<file path="config.mk">
export PLATFORM = sky130hd
export DESIGN_NAME = fc_layer_engine
export DESIGN_NICKNAME = d
export VERILOG_FILES = /design/src/rtl/fc_layer_engine.sv
export SDC_FILE = /design/constraint.sdc
export NUM_CORES = 1
export LEC_CHECK = 0
export BUFFER_PORTS_ARGS = -buffer_cell sky130_fd_sc_hd__buf_2
export CAP_MARGIN = 15
export CORE_UTILIZATION = 39
export CTS_CLUSTER_SIZE = 25
export DETAILED_ROUTE_END_ITERATION = 10
export HOLD_SLACK_MARGIN = 0.03
export SYNTH_ARGS = -nofsm -noshare
export SYNTH_HDL_FRONTEND = slang
export SYNTH_SLANG_ARGS = --single-unit
</file>
<file path="constraint.sdc">
create_clock -name clk -period 12.35 [get_ports clk]
set_input_delay 0.6175 -clock clk [delete_from_list [all_inputs] [get_ports clk]]
set_output_delay 0.6175 -clock clk [all_outputs]
set_load 0.005 [all_outputs]
</file>
<file path="src/rtl/fc_layer_engine.sv">
// fc_layer_engine
// Fully-connected layer engine. Each job runs N_CH channels. For each channel the
// engine loads N_IN signed activations over a ready/valid input, then computes N_OUT
// dot products with weights from an external 1-cycle-latency memory. It adds a
// per-neuron bias, rounds, applies optional ReLU and saturates to OUT_W bits. It
// packs PACK results per output word, first result in the MSBs.
//
// Ports:
//   clk, rst_n           clock, asynchronous active-low reset
//   start                single-cycle job start, honoured only when idle
//   in_valid/in_ready    activation input handshake (in_ready high only while loading)
//   in_data              signed activation
//   w_rd_en/w_addr       weight read strobe and address (j*N_IN+i)
//   w_data               signed weight, one cycle after w_rd_en
//   b_addr/b_data        bias address (neuron j) and signed bias, one cycle latency
//   out_valid/out_ready  packed result handshake
//   out_data             packed results, unused trailing slots are zero
//   busy                 job in progress
//   done                 one-cycle pulse after the final word is accepted
module fc_layer_engine #(
    parameter int IN_W    = 8,
    parameter int W_W     = 8,
    parameter int N_IN    = 64,
    parameter int N_OUT   = 2,
    parameter int N_CH    = 42,
    parameter int ACC_W   = 24,
    parameter int SHIFT   = 10,
    parameter int OUT_W   = 8,
    parameter int RELU_EN = 0,
    parameter int PACK    = 2,
    localparam int WA_W   = (N_IN * N_OUT > 1) ? $clog2(N_IN * N_OUT) : 1,
    localparam int BA_W   = (N_OUT > 1) ? $clog2(N_OUT) : 1
) (
    input  logic                     clk,
    input  logic                     rst_n,
    input  logic                     start,
    input  logic                     in_valid,
    output logic                     in_ready,
    input  logic signed [IN_W-1:0]   in_data,
    output logic                     w_rd_en,
    output logic [WA_W-1:0]          w_addr,
    input  logic signed [W_W-1:0]    w_data,
    output logic [BA_W-1:0]          b_addr,
    input  logic signed [W_W-1:0]    b_data,
    output logic                     out_valid,
    input  logic                     out_ready,
    output logic [PACK*OUT_W-1:0]    out_data,
    output logic                     busy,
    output logic                     done
);

    localparam int K_W = (N_IN > 1) ? $clog2(N_IN) : 1;
    localparam int M_W = $clog2(N_IN + 1);
    localparam int C_W = (N_CH > 1) ? $clog2(N_CH) : 1;
    localparam int S_W = (PACK > 1) ? $clog2(PACK) : 1;
    localparam int P_W = IN_W + W_W;

    // Half an LSB of the shifted result, added before the arithmetic shift so the
    // shift rounds half up instead of truncating toward minus infinity.
    localparam logic signed [ACC_W:0] ROUND =
        (SHIFT > 0) ? ((ACC_W+1)'(1) << ((SHIFT > 0) ? SHIFT - 1 : 0)) : '0;
    localparam logic signed [ACC_W:0] SAT_MAX =
        {{(ACC_W + 2 - OUT_W){1'b0}}, {(OUT_W - 1){1'b1}}};
    localparam logic signed [ACC_W:0] SAT_MIN = ~SAT_MAX;

    typedef enum logic [2:0] {
        S_IDLE,
        S_LOAD,
        S_MAC,
        S_BIAS,
        S_QUANT,
        S_EMIT,
        S_DONE
    } state_t;

    state_t                  state;
    logic signed [IN_W-1:0]  act_buf [N_IN];
    logic [K_W-1:0]          load_cnt;
    logic [M_W-1:0]          mac_cnt;
    logic [C_W-1:0]          c_cnt;
    logic [S_W-1:0]          slot;
    logic signed [ACC_W-1:0] acc;
    logic [PACK*OUT_W-1:0]   pack_reg;

    logic [K_W-1:0]          mac_idx;
    logic signed [P_W-1:0]   product;
    logic signed [ACC_W-1:0] product_ext;
    logic signed [ACC_W-1:0] bias_ext;
    logic signed [ACC_W:0]   rounded;
    logic signed [ACC_W:0]   shifted;
    logic signed [OUT_W-1:0] q_result;
    logic [PACK*OUT_W-1:0]   pack_next;
    logic                    last_j;
    logic                    last_c;
    logic                    emit_now;
    logic [WA_W-1:0]         next_base;

    // Datapath: the weight arriving in MAC cycle m belongs to the read issued in
    // cycle m-1, so it pairs with buffer entry m-1. The quantised result is
    // computed from the accumulator as it stands in QUANT.
    always_comb begin
        mac_idx     = (mac_cnt == '0) ? '0 : K_W'(mac_cnt - M_W'(1));
        product     = w_data * act_buf[mac_idx];
        product_ext = {{(ACC_W - P_W){product[P_W-1]}}, product};
        bias_ext    = {{(ACC_W - W_W){b_data[W_W-1]}}, b_data};
        rounded     = {acc[ACC_W-1], acc} + ROUND;
        shifted     = rounded >>> SHIFT;
        if (RELU_EN != 0 && shifted[ACC_W]) begin
            q_result = '0;
        end else if (shifted > SAT_MAX) begin
            q_result = SAT_MAX[OUT_W-1:0];
        end else if (shifted < SAT_MIN) begin
            q_result = SAT_MIN[OUT_W-1:0];
        end else begin
            q_result = shifted[OUT_W-1:0];
        end
        pack_next = pack_reg;
        for (int s = 0; s < PACK; s++) begin
            if (slot == S_W'(s)) begin
                pack_next[(PACK-1-s)*OUT_W +: OUT_W] = q_result;
            end
        end
        last_j    = (b_addr == BA_W'(N_OUT - 1));
        last_c    = (c_cnt == C_W'(N_CH - 1));
        emit_now  = (slot == S_W'(PACK - 1)) || (last_j && last_c);
        next_base = WA_W'((int'(b_addr) + 1) * N_IN);
    end

    // The activation buffer holds data only and needs no reset.
    always_ff @(posedge clk) begin
        if (state == S_LOAD && in_valid) begin
            act_buf[load_cnt] <= in_data;
        end
    end

    // Control FSM. b_addr doubles as the neuron index j. Leaving EMIT (or
    // QUANT when no word is due) picks the next neuron, the next channel or the
    // end of the job.
    always_ff @(posedge clk or negedge rst_n) begin
        if (!rst_n) begin
            state     <= S_IDLE;
            in_ready  <= 1'b0;
            w_rd_en   <= 1'b0;
            w_addr    <= '0;
            b_addr    <= '0;
            out_valid <= 1'b0;
            out_data  <= '0;
            busy      <= 1'b0;
            done      <= 1'b0;
            load_cnt  <= '0;
            mac_cnt   <= '0;
            c_cnt     <= '0;
            slot      <= '0;
            acc       <= '0;
            pack_reg  <= '0;
        end else begin
            done <= 1'b0;
            case (state)
                S_IDLE: begin
                    if (start) begin
                        state    <= S_LOAD;
                        busy     <= 1'b1;
                        in_ready <= 1'b1;
                        c_cnt    <= '0;
                        b_addr   <= '0;
                        load_cnt <= '0;
                        slot     <= '0;
                        pack_reg <= '0;
                    end
                end
                S_LOAD: begin
                    if (in_valid) begin
                        if (load_cnt == K_W'(N_IN - 1)) begin
                            in_ready <= 1'b0;
                            load_cnt <= '0;
                            mac_cnt  <= '0;
                            w_rd_en  <= 1'b1;
                            w_addr   <= '0;
                            state    <= S_MAC;
                        end else begin
                            load_cnt <= load_cnt + K_W'(1);
                        end
                    end
                end
                S_MAC: begin
                    mac_cnt <= mac_cnt + M_W'(1);
                    if (mac_cnt < M_W'(N_IN - 1)) begin
                        w_addr <= w_addr + WA_W'(1);
                    end else begin
                        w_rd_en <= 1'b0;
                    end
                    // The first product replaces whatever the previous neuron left.
                    if (mac_cnt == M_W'(1)) begin
                        acc <= product_ext;
                    end else if (mac_cnt != '0) begin
                        acc <= acc + product_ext;
                    end
                    if (mac_cnt == M_W'(N_IN)) begin
                        state <= S_BIAS;
                    end
                end
                S_BIAS: begin
                    acc   <= acc + bias_ext;
                    state <= S_QUANT;
                end
                S_QUANT: begin
                    if (emit_now) begin
                        out_data  <= pack_next;
                        out_valid <= 1'b1;
                        pack_reg  <= '0;
                        slot      <= '0;
                        state     <= S_EMIT;
                    end else begin
                        pack_reg <= pack_next;
                        slot     <= slot + S_W'(1);
                        if (!last_j) begin
                            b_addr  <= b_addr + BA_W'(1);
                            w_addr  <= next_base;
                            w_rd_en <= 1'b1;
                            mac_cnt <= '0;
                            state   <= S_MAC;
                        end else begin
                            b_addr   <= '0;
                            c_cnt    <= c_cnt + C_W'(1);
                            in_ready <= 1'b1;
                            load_cnt <= '0;
                            state    <= S_LOAD;
                        end
                    end
                end
                S_EMIT: begin
                    if (out_ready) begin
                        out_valid <= 1'b0;
                        if (!last_j) begin
                            b_addr  <= b_addr + BA_W'(1);
                            w_addr  <= next_base;
                            w_rd_en <= 1'b1;
                            mac_cnt <= '0;
                            state   <= S_MAC;
                        end else if (!last_c) begin
                            b_addr   <= '0;
                            c_cnt    <= c_cnt + C_W'(1);
                            in_ready <= 1'b1;
                            load_cnt <= '0;
                            state    <= S_LOAD;
                        end else begin
                            done  <= 1'b1;
                            busy  <= 1'b0;
                            state <= S_DONE;
                        end
                    end
                end
                S_DONE: begin
                    state <= S_IDLE;
                end
                default: begin
                    state <= S_IDLE;
                end
            endcase
        end
    end

endmodule

</file>
==> results of run 1 <==
## area by class of cell
cell class | count | area, um2
fillers | 6813 | 42500
clock buffers | 78 | 1740
multi-input cells | 1622 | 11500
repair buffers | 89 | 579
clock inverters | 42 | 566
flip-flops and latches | 604 | 17700
well taps | 1030 | 1290
inverters | 106 | 398
## placed cells by master, fill, tap and decap left out, types with 14 or more instances in the layout
master     count
a211oi_1      26
a31oi_1       23
mux4_2        40
dfrtp_1       91
edfxtp_1     512
xor2_1        24
o211ai_1      22
nor2b_1       23
fa_1          58
o21ai_0      138
clkbuf_16     67
ha_1          84
a21oi_1      149
o31ai_1       14
inv_1        104
and2_1        58
a22oi_1       19
xnor2_1       52
o21a_1        15
buf_2         56
a21o_1        23
nand2_1      278
mux2i_1       19
o22ai_1       14
nand3_1       64
buf_4         28
a221oi_1      54
nand4_1       24
nor3_1        48
and3_1        24
nor2_1       181
## cells by family (layout without fill, tap and decap cells)
| logic type | count (synthesis) | in the layout |
|---|---|---|
| buffers and inverters | 221 | 315 |
| muxes | 66 | 66 |
| DFF | 604 | 604 |
| and+or+nand+nor | 765 | 765 |
| xor gates and xnor gates | 76 | 76 |
| adders and majority gates | 142 | 142 |
| AOI/OAI and AO/OA | 573 | 573 |
## worst max-delay path, delay by kind of cell (launching register included)
kind                       cells  cell delay, ns
xor gates and xnor gates       2            0.36
adders and majority gates      7            2.73
muxes                          1            0.35
AOI/OAI and AO/OA             12            3.48
and+or+nand+nor                8            1.95
buffers and inverters          5            0.71
DFF                            1            0.47
## per-stage QoR
step | worst slack [ns] | cells
2_1_floorplan | 2.78 | 2447
3_3_place_gp | 2.41 | 3447
3_5_place_dp | 2.20 | 3448
4_1_cts | 2.16 | 3569
5_1_grt | 1.44 | 3571
6_report | 2.15 | 3571
## worst paths after layout
path / end / depth (start not counted) / from / slack (ns)
worst max-delay path: acc[23]$_DFFE_PN0P_ / 35 / mac_cnt[1]$_DFFE_PN0P_ / 2.15
worst min-delay path: acc[0]$_DFFE_PN0P_ / 3 / w_data[0] / 0.39
worst max register to register: acc[23]$_DFFE_PN0P_ / 35 / mac_cnt[1]$_DFFE_PN0P_ / 2.15
worst min register to register: pack_reg[15]$_DFFE_PN0P_ / 2 / pack_reg[15]$_DFFE_PN0P_ / 0.48
max in group asynchronous: mac_cnt[0]$_DFFE_PN0P_ / 3 / rst_n / 10.69
min in group asynchronous: out_data[15]$_DFFE_PN0P_ / 2 / rst_n / 0.61
## routing by layer
layer / vias up / part of all wire, %
met3: 118 / 5.9
met5: - / 0
met2: 675 / 49
met4: 0 / 2.5
met1: 10079 / 43
li1: 9229 / -
## what timing repair did
item / in CTS / in global routing
setup endpoints to repair: 0 / 0
hold endpoints to repair: 34 / 0
hold buffers: 1 / 0
==> results.sh, run 1 <==
export IMPL_run_status="complete, no violations"
export IMPL_finalWirelength_mm=76.9
export IMPL_core_area_mm2=0.0762
export IMPL_cts_buffers=66
export IMPL_setup_viol=0
export IMPL_grt_max_degree=97
export IMPL_cts_sinks=604
export IMPL_wl_per_cell_um=21.5
export IMPL_cts_resized=0
export IMPL_largest_reg_flops=512
export IMPL_yosysWarnings=0
export IMPL_synth_xor_area_share_pct=2.21
export IMPL_max_freq_mhz=98.0
export IMPL_fin_tns_setup_ns=0
export IMPL_place_hpwl_mm=51.0
export IMPL_viasPerCell=5.63
export IMPL_rows=101
export IMPL_fin_area_mm2=0.0337
export IMPL_finish_utilization_pct=44.3
export IMPL_synth_top_family_by_area="compound AO/OA/AOI/OAI gates"
export IMPL_fin_skew_ns=0.0268
export IMPL_yosysSeqAreaShare_pct=58.6
export IMPL_syn_num_nets=2618
export IMPL_top_register="act_buf"
export IMPL_hold_viol=0
export IMPL_synth_top_cell_by_area="edfxtp_1"
export IMPL_clkTransAtPathRegs_ns=0.06
export IMPL_drv_cap=0
export IMPL_post_cts_setup_buffer_count=0
export IMPL_timing_critical_path_from_type="flip-flop"
export IMPL_drt_pass1_iter_count=6
export IMPL_drt_initial_drc_count=1936
export IMPL_synth_simple_area_share_pct=12.0
export IMPL_met1_usage_pct=26.6
export IMPL_largestRegisters="act_buf (512), acc (24)"
export IMPL_drive_above_1_share_pct=10.9
export IMPL_grt_overflow=0
export IMPL_synth_area_mux_share_pct=4.03
export IMPL_ys_types=89
export IMPL_syn_area_mm2=0.0302
export IMPL_post_dp_cell_area_mm2=0.0314
export IMPL_io_buffers=57
export IMPL_dieArea_mm2=0.0785
export IMPL_antennaDiodeCount=0
export IMPL_period_minus_slack_ns=10.20
export IMPL_drc_errors=0
export IMPL_slew_headroom_pct=23.0
export IMPL_hp_class="in -> reg"
export IMPL_grt_pass1_wl_mm=120
export IMPL_cp_end_kind="flip-flop"
export IMPL_netlist_instances=2447
export IMPL_gp_congestion=0.866
export IMPL_vias=20101
export IMPL_cp_arrival_ns=10.72
export IMPL_dieHeight_um=280
export IMPL_rsz0062_at_grt="no"
export IMPL_ys_flop_type="edfxtp_1"
export IMPL_synth_area_leaders="edfxtp_1, dfrtp_1, fa_1"
export IMPL_async_flop_share_pct=15.2
export IMPL_holdWs_ns=0.387
export IMPL_cts_buffer_depth=3
export IMPL_antenna_found_initial=0
export IMPL_synth_most_common_cell="edfxtp_1"
export IMPL_die_width_um=280
export IMPL_finalCritPeriodShare_pct=82.6
export IMPL_syn_area_per_cell_um2=12.3
export IMPL_post_synth_top_area_fraction_pct=51.0
export IMPL_root_buffer="clkbuf_16"
export IMPL_slowest_stage="o21ai_4"
export IMPL_pin_count=58
export IMPL_start_util_pct=39.6
export IMPL_critPathMaxStageDelay_ns=0.63
export IMPL_htree_levels=3
export IMPL_worst_pin_slew_ns=1.14
export IMPL_crit_type="reg -> reg"
export IMPL_ant_nets=0
export IMPL_crit_required_ns=12.87
export IMPL_area_delta_synth_final_pct=11.8
export IMPL_gr_max_usage_layer="met2"
export IMPL_grt_use_met2_pct=32.9
export IMPL_cts_tree="done"
export IMPL_synth_fa_ha_area_share_pct=7.33
export IMPL_synth_edff_count=512
export IMPL_synth_compound_area_share_pct=12.5
export IMPL_fin_nets=2660
export IMPL_critPathMaxFanout=23
export IMPL_met3_usage_pct=2.55
export IMPL_drv_slew=0
export IMPL_insertion_delay_ns=0.62
export IMPL_grt_use_total_pct=19.7
export IMPL_grt_pass1_vias=20166
export IMPL_ys_ff_latch=604
export IMPL_synthTopCellsByCount="edfxtp_1, nand2_1, nor2_1, a21oi_1, o21ai_0"
Power of run 1 is not shown: default switching activity piles up to over one toggle a cycle in this logic, so the estimate is an artifact.
==> run 2: changes to the inputs <==
==> constraint.sdc (replaced) <==
create_clock -name clk -period 10.4 [get_ports clk]
set_input_delay 0.52 -clock clk [delete_from_list [all_inputs] [get_ports clk]]
set_output_delay 0.52 -clock clk [all_outputs]
set_load 0.005 [all_outputs]
==> run 2 against run 1 <==
Fmax rose by 2.8%. Non-clock buffer count rose by 16. Critical path depth rose by 1. Clock skew rose by 0.013 ns. Via count fell by 0.37%. Cell area fell by 0.19%. Setup slack got worse by 1.7 ns. Sequential cell count did not move. Die area did not move. Sequential share of layout area rose by 0.099 points. Highest routed layer unchanged.
==> results.sh, run 2 (same netlist as run 1, synthesis figures left out) <==
export IMPL_vias=20026
export IMPL_crit_path_frequent_cell="fa_1"
export IMPL_root_buffer="clkbuf_16"
export IMPL_core_area_mm2=0.0762
export IMPL_viasPerCell=5.59
export IMPL_r2r_end="acc[23]$_DFFE_PN0P_"
export IMPL_final_common_cell="edfxtp_1"
export IMPL_cts_tree="done"
export IMPL_drv_slew=0
export IMPL_crit_type="reg -> reg"
export IMPL_grt_max_degree=88
export IMPL_max_freq_mhz=101
export IMPL_place_hpwl_mm=51.6
export IMPL_largest_reg_flops=512
export IMPL_grt_overflow=0
export IMPL_period_minus_slack_ns=9.93
export IMPL_cts_buffer_depth=3
export IMPL_top_layer="met4"
export IMPL_drt_initial_drc_count=1874
export IMPL_timing_critical_path_from_type="flip-flop"
export IMPL_grt_pass1_wl_mm=119
export IMPL_hold_depth=3
export IMPL_grt_use_total_pct=19.5
export IMPL_startpoint="mac_cnt[0]$_DFFE_PN0P_"
export IMPL_regToRegStartpoint="mac_cnt[0]$_DFFE_PN0P_"
export IMPL_ff_latch_area_mm2=0.0177
export IMPL_finalCritPeriodShare_pct=95.4
export IMPL_grt_pass1_vias=19608
export IMPL_dr_wl_met3_mm=4.58
export IMPL_drt_pass1_iter_count=6
export IMPL_final_cell_mix="edfxtp_1, nand2_1, nor2_1"
export IMPL_multi_input_area_mm2=0.0115
export IMPL_reg2reg_depth=36
export IMPL_area_delta_synth_final_pct=11.6
export IMPL_drv_cap=0
export IMPL_clkTransAtPathRegs_ns=0.06
export IMPL_cp_arrival_ns=10.47
export IMPL_dp_cells=3459
export IMPL_hp_class="in -> reg"
export IMPL_cts_sinks=604
export IMPL_cts_buffers=61
export IMPL_dieHeight_um=280
export IMPL_antennaDiodeCount=0
export IMPL_start_util_pct=39.6
export IMPL_finalWirelength_mm=77.1
export IMPL_insertion_delay_ns=0.64
export IMPL_final_fill_count=6854
export IMPL_drive_above_1_share_pct=11.1
export IMPL_crit_required_ns=10.95
export IMPL_wl_per_cell_um=21.5
export IMPL_critPathMaxStageDelay_ns=0.64
export IMPL_critPathCapture="acc[23]$_DFFE_PN0P_"
export IMPL_cp_end_kind="flip-flop"
export IMPL_pin_count=58
export IMPL_htree_levels=2
export IMPL_ant_nets=0
export IMPL_largestRegisters="act_buf (512), acc (24)"
export IMPL_rsz0062_at_grt="no"
export IMPL_fin_skew_ns=0.0402
export IMPL_setup_viol=0
export IMPL_fin_tns_setup_ns=0
export IMPL_antenna_found_initial=0
export IMPL_min_from="w_data[0]"
export IMPL_fin_cells=3581
export IMPL_routed_wl_met2_mm=37.3
export IMPL_dieArea_mm2=0.0785
export IMPL_slew_headroom_pct=23.9
export IMPL_critPathMaxFanout=87
export IMPL_slowest_stage="or3b_1"
export IMPL_r2r_slack_ns=0.47
export IMPL_io_buffers=57
export IMPL_hold_viol=0
export IMPL_wl_met1_mm=33.7
export IMPL_run_status="complete, no violations"
export IMPL_drc_errors=0
export IMPL_fin_nets=2672
export IMPL_finish_utilization_pct=44.2
export IMPL_top_register="act_buf"
export IMPL_die_width_um=280
export IMPL_worst_pin_slew_ns=1.14
export IMPL_rows=101
export IMPL_gp_congestion=0.901
## run 2: cell count changes in the layout (fill, tap and decap cells not counted), sizes merged
cell      before  now
o21ai        141  142
buf           88  104
inv          110  107
clkinvlp       3    6
clkbuf        78   72
bufinv        10    9
## run 2: timing repair
item	in CTS	in global routing
endpoints found under the hold margin	25	0
hold buffers	1	0
endpoints found under the setup margin	0	2
buffers inserted	0	6
resized for setup	0	4
## run 2: worst min path at each step
stage,endpoint,slack (ns)
after floorplan,acc[0]$_DFFE_PN0P_,0.22
after CTS,acc[0]$_DFFE_PN0P_,0.22
final,acc[0]$_DFFE_PN0P_,0.25
after detailed placement,acc[20]$_DFFE_PN0P_,0.45
after global routing,acc[0]$_DFFE_PN0P_,0.25
after global placement,acc[20]$_DFFE_PN0P_,0.44
## run 2: layout make-up
cell class                      count  share of cell area (%)
Sequential cell                   604                    52.5
Multi-Input combinational cell   1623                    34.2
Tap cell                         1030                    3.83
Clock inverter                     41                    1.42
Timing Repair Buffer              105                    2.18
Inverter                          106                    1.18
Clock buffer                       72                    4.72
## run 2: per-stage QoR
stage | setup slack (ns) | hold slack, ns | cell area [um2]
after floorplan | 0.835 | 0.224 | 30200
after global placement | 0.719 | 0.442 | 31500
after detailed placement | 0.548 | 0.447 | 31500
after CTS | 0.487 | 0.218 | 33600
after global routing | 0.0453 | 0.254 | 33700
final | 0.474 | 0.247 | 33700
## run 2: worst max-delay path: cells and delay by family (launching register included)
family                   cells  cell delay [ns]
AO/OA/AOI/OAI               13             3.48
adder cells (fa/ha/maj)      7             2.79
AND/OR/NAND/NOR              8             1.76
buffers and inverters        6             0.88
flip-flops                   1             0.45
XOR/XNOR                     2             0.36
## run 2: metal layers
layer | track usage, % | vias up
li1 | - | 9245
met1 | 27.0 | 10042
met2 | 32.2 | 638
met3 | 2.86 | 101
met4 | 4.75 | 0
met5 | 0 | -
Power of run 2 is left out for the same reason.
==> run 3: changes to the inputs <==
--- a/config.mk
+++ b/config.mk
@@ -5,12 +5,14 @@
 export SDC_FILE = /design/constraint.sdc
 export NUM_CORES = 1
 export LEC_CHECK = 0
+export ABC_AREA = 1
 export BUFFER_PORTS_ARGS = -buffer_cell sky130_fd_sc_hd__buf_2
 export CAP_MARGIN = 15
-export CORE_UTILIZATION = 39
+export CORE_UTILIZATION = 50
 export CTS_CLUSTER_SIZE = 25
 export DETAILED_ROUTE_END_ITERATION = 10
 export HOLD_SLACK_MARGIN = 0.03
+export PLACE_DENSITY = 0.66
 export SYNTH_ARGS = -nofsm -noshare
 export SYNTH_HDL_FRONTEND = slang
 export SYNTH_SLANG_ARGS = --single-unit
==> run 3 against run 2 <==
Cell area is 1.7% higher. Wire length rose by 6.8%. Setup slack gained 0.24 ns. Critical path type unchanged.
==> results.sh, run 3 <==
export IMPL_cp_end_kind="flip-flop"
export IMPL_hold_end="done$_DFF_PN0_"
export IMPL_async_flop_share_pct=15.2
export IMPL_die_width_um=252
export IMPL_largestRegisters="act_buf (512), acc (24)"
export IMPL_finalCritPeriodShare_pct=93.2
export IMPL_syn_area_per_cell_um2=9.79
export IMPL_crit_required_ns=10.89
export IMPL_largest_reg_flops=512
export IMPL_wl_per_cell_um=20.0
export IMPL_critPathMaxFanout=65
export IMPL_fin_skew_ns=0.0306
export IMPL_setup_viol=0
export IMPL_regToRegStartpoint="mac_cnt[0]$_DFFE_PN0P_"
export IMPL_finalWirelength_mm=82.3
export IMPL_drt_initial_drc_count=2444
export IMPL_area_delta_synth_final_pct=9.77
export IMPL_drv_cap=0
export IMPL_cp_top_family="simple AND/OR/NAND/NOR gates"
export IMPL_antenna_found_initial=1
export IMPL_r2r_end="acc[23]$_DFFE_PN0P_"
export IMPL_drv_slew=0
export IMPL_ys_ff_latch=604
export IMPL_fin_tns_setup_ns=0
export IMPL_synth_area_leaders="edfxtp_1, nand3_1, nand2_1"
export IMPL_fin_nets=3389
export IMPL_cp_depth=45
export IMPL_ant_nets=0
export IMPL_grt_overflow=0
export IMPL_yosysSeqAreaShare_pct=56.7
export IMPL_synth_top_cell_by_area="edfxtp_1"
export IMPL_reg2reg_depth=45
export IMPL_grt_use_total_pct=26.1
export IMPL_cp_arrival_ns=10.18
export IMPL_final_cell_mix="nand2_1, nand3_1, edfxtp_1"
export IMPL_clkTransAtPathRegs_ns=0.06
export IMPL_syn_num_nets=3358
export IMPL_slowest_stage="buf_4"
export IMPL_core_area_mm2=0.0617
export IMPL_hp_class="in -> reg"
export IMPL_vias=23303
export IMPL_synthTopCellsByCount="nand2_1, nand3_1, edfxtp_1, nor2_1, inv_1"
export IMPL_drive_above_1_share_pct=7.71
export IMPL_critPathBufInv=10
export IMPL_final_fill_count=5388
export IMPL_htree_levels=3
export IMPL_ys_types=55
export IMPL_cts_buffers=66
export IMPL_crit_type="reg -> reg"
export IMPL_grt_pass1_vias=22607
export IMPL_drc_errors=0
export IMPL_gp_congestion=0.926
export IMPL_hold_viol=0
export IMPL_critPathMaxStageDelay_ns=0.76
export IMPL_yosysWarnings=0
export IMPL_dieHeight_um=252
export IMPL_grt_max_degree=146
export IMPL_slew_headroom_pct=30.9
export IMPL_drt_pass1_iter_count=5
export IMPL_io_buffers=57
export IMPL_final_common_cell="nand2_1"
export IMPL_cts_sinks=604
export IMPL_cts_tree="done"
export IMPL_syn_area_mm2=0.0312
export IMPL_cts_resized=0
export IMPL_grt_pass1_wl_mm=128
export IMPL_max_freq_mhz=103
export IMPL_top_register="act_buf"
export IMPL_dieArea_mm2=0.0634
export IMPL_hold_depth=3
export IMPL_period_minus_slack_ns=9.69
export IMPL_insertion_delay_ns=0.62
export IMPL_min_from="out_ready"
export IMPL_worst_pin_slew_ns=1.03
export IMPL_start_util_pct=50.5
export IMPL_antennaDiodeCount=0
export IMPL_cts_buffer_depth=3
export IMPL_root_buffer="clkbuf_16"
export IMPL_ys_flop_type="edfxtp_1"
export IMPL_post_synth_top_area_fraction_pct=49.3
export IMPL_post_cts_setup_buffer_count=0
export IMPL_netlist_instances=3187
export IMPL_pin_count=58
export IMPL_run_status="complete, no violations"
export IMPL_place_hpwl_mm=53.3
export IMPL_viasPerCell=5.67
export IMPL_synth_edff_count=512
export IMPL_rows=91
export IMPL_timing_critical_path_from_type="flip-flop"
export IMPL_rsz0062_at_grt="no"
export IMPL_r2r_slack_ns=0.71
export IMPL_synth_most_common_cell="nand2_1"
-- run 3: per-layer routing --
metal  global-route usage [%]  share of wire, %
met1                     35.5                42
met4                     8.90               2.7
met2                     43.0                48
met3                     3.89               7.6
met5                        0                 0
-- run 3: cell type report --
class                      instances  area (um2)  share of cell area, %
multi-input combinational       2194       11700                   34.3
inverter                         264         993                   2.90
clock inverter                    37         443                   1.29
timing repair buffer              88         593                   1.73
tap                              837        1050                   3.06
clock buffer                      83        1750                   5.10
sequential                       604       17700                   51.6
-- run 3: repair_timing --
| item | 4_1_cts | 5_1_grt |
|---|---|---|
| endpoints found under the setup margin | 0 | 0 |
| hold buffers | 1 | 0 |
| hold endpoints to repair | 19 | 0 |
-- run 3: how the worst max path moves through the flow --
stage                      startpoint             endpoint  slack (ns)
6_report       mac_cnt[0]$_DFFE_PN0P_  acc[23]$_DFFE_PN0P_        0.71
5_1_grt        mac_cnt[0]$_DFFE_PN0P_  acc[23]$_DFFE_PN0P_        0.17
4_1_cts        mac_cnt[0]$_DFFE_PN0P_  acc[23]$_DFFE_PN0P_        0.83
3_5_place_dp   mac_cnt[0]$_DFFE_PN0P_  acc[23]$_DFFE_PN0P_        0.84
3_3_place_gp   mac_cnt[0]$_DFFE_PN0P_  acc[23]$_DFFE_PN0P_        1.04
2_1_floorplan  mac_cnt[0]$_DFFE_PN0P_  acc[23]$_DFFE_PN0P_        3.27
-- run 3: stage by stage --
stage	cells	setup slack [ns]	util (%)	hold slack (ns)	cell area [um2]
floorplan	3187	3.27	-	0.224	31200
global placement	3985	1.04	51.9	0.426	32000
detailed placement	3985	0.839	51.9	0.435	32000
CTS	4106	0.830	55.4	0.153	34200
global route	4107	0.166	55.5	0.200	34200
finish	4107	0.711	55.5	0.181	34200
-- run 3: worst register-to-register path: cells and delay by family, from the launching register on --
family | cells | cell delay, ns
adder cells (fa/ha/maj) | 7 | 3.06
AO/OA/AOI/OAI | 2 | 0.28
buffers and inverters | 10 | 2.26
AND/OR/NAND/NOR | 26 | 3.45
flip-flops | 1 | 0.54
-- run 3: cells by family (layout without fill, tap and decap cells) --
family                   Yosys count  in the layout  synth area share [%]
adder cells (fa/ha/maj)          142            142                  7.09
buffers and inverters            389            472                  5.73
AND/OR/NAND/NOR                 1739           1739                  24.4
AO/OA/AOI/OAI                    265            265                  4.77
multiplexers                       2              2                0.0642
flip-flops                       604            604                  56.7
XOR/XNOR                          46             46                  1.29
Power of run 3 is left out for the same reason.
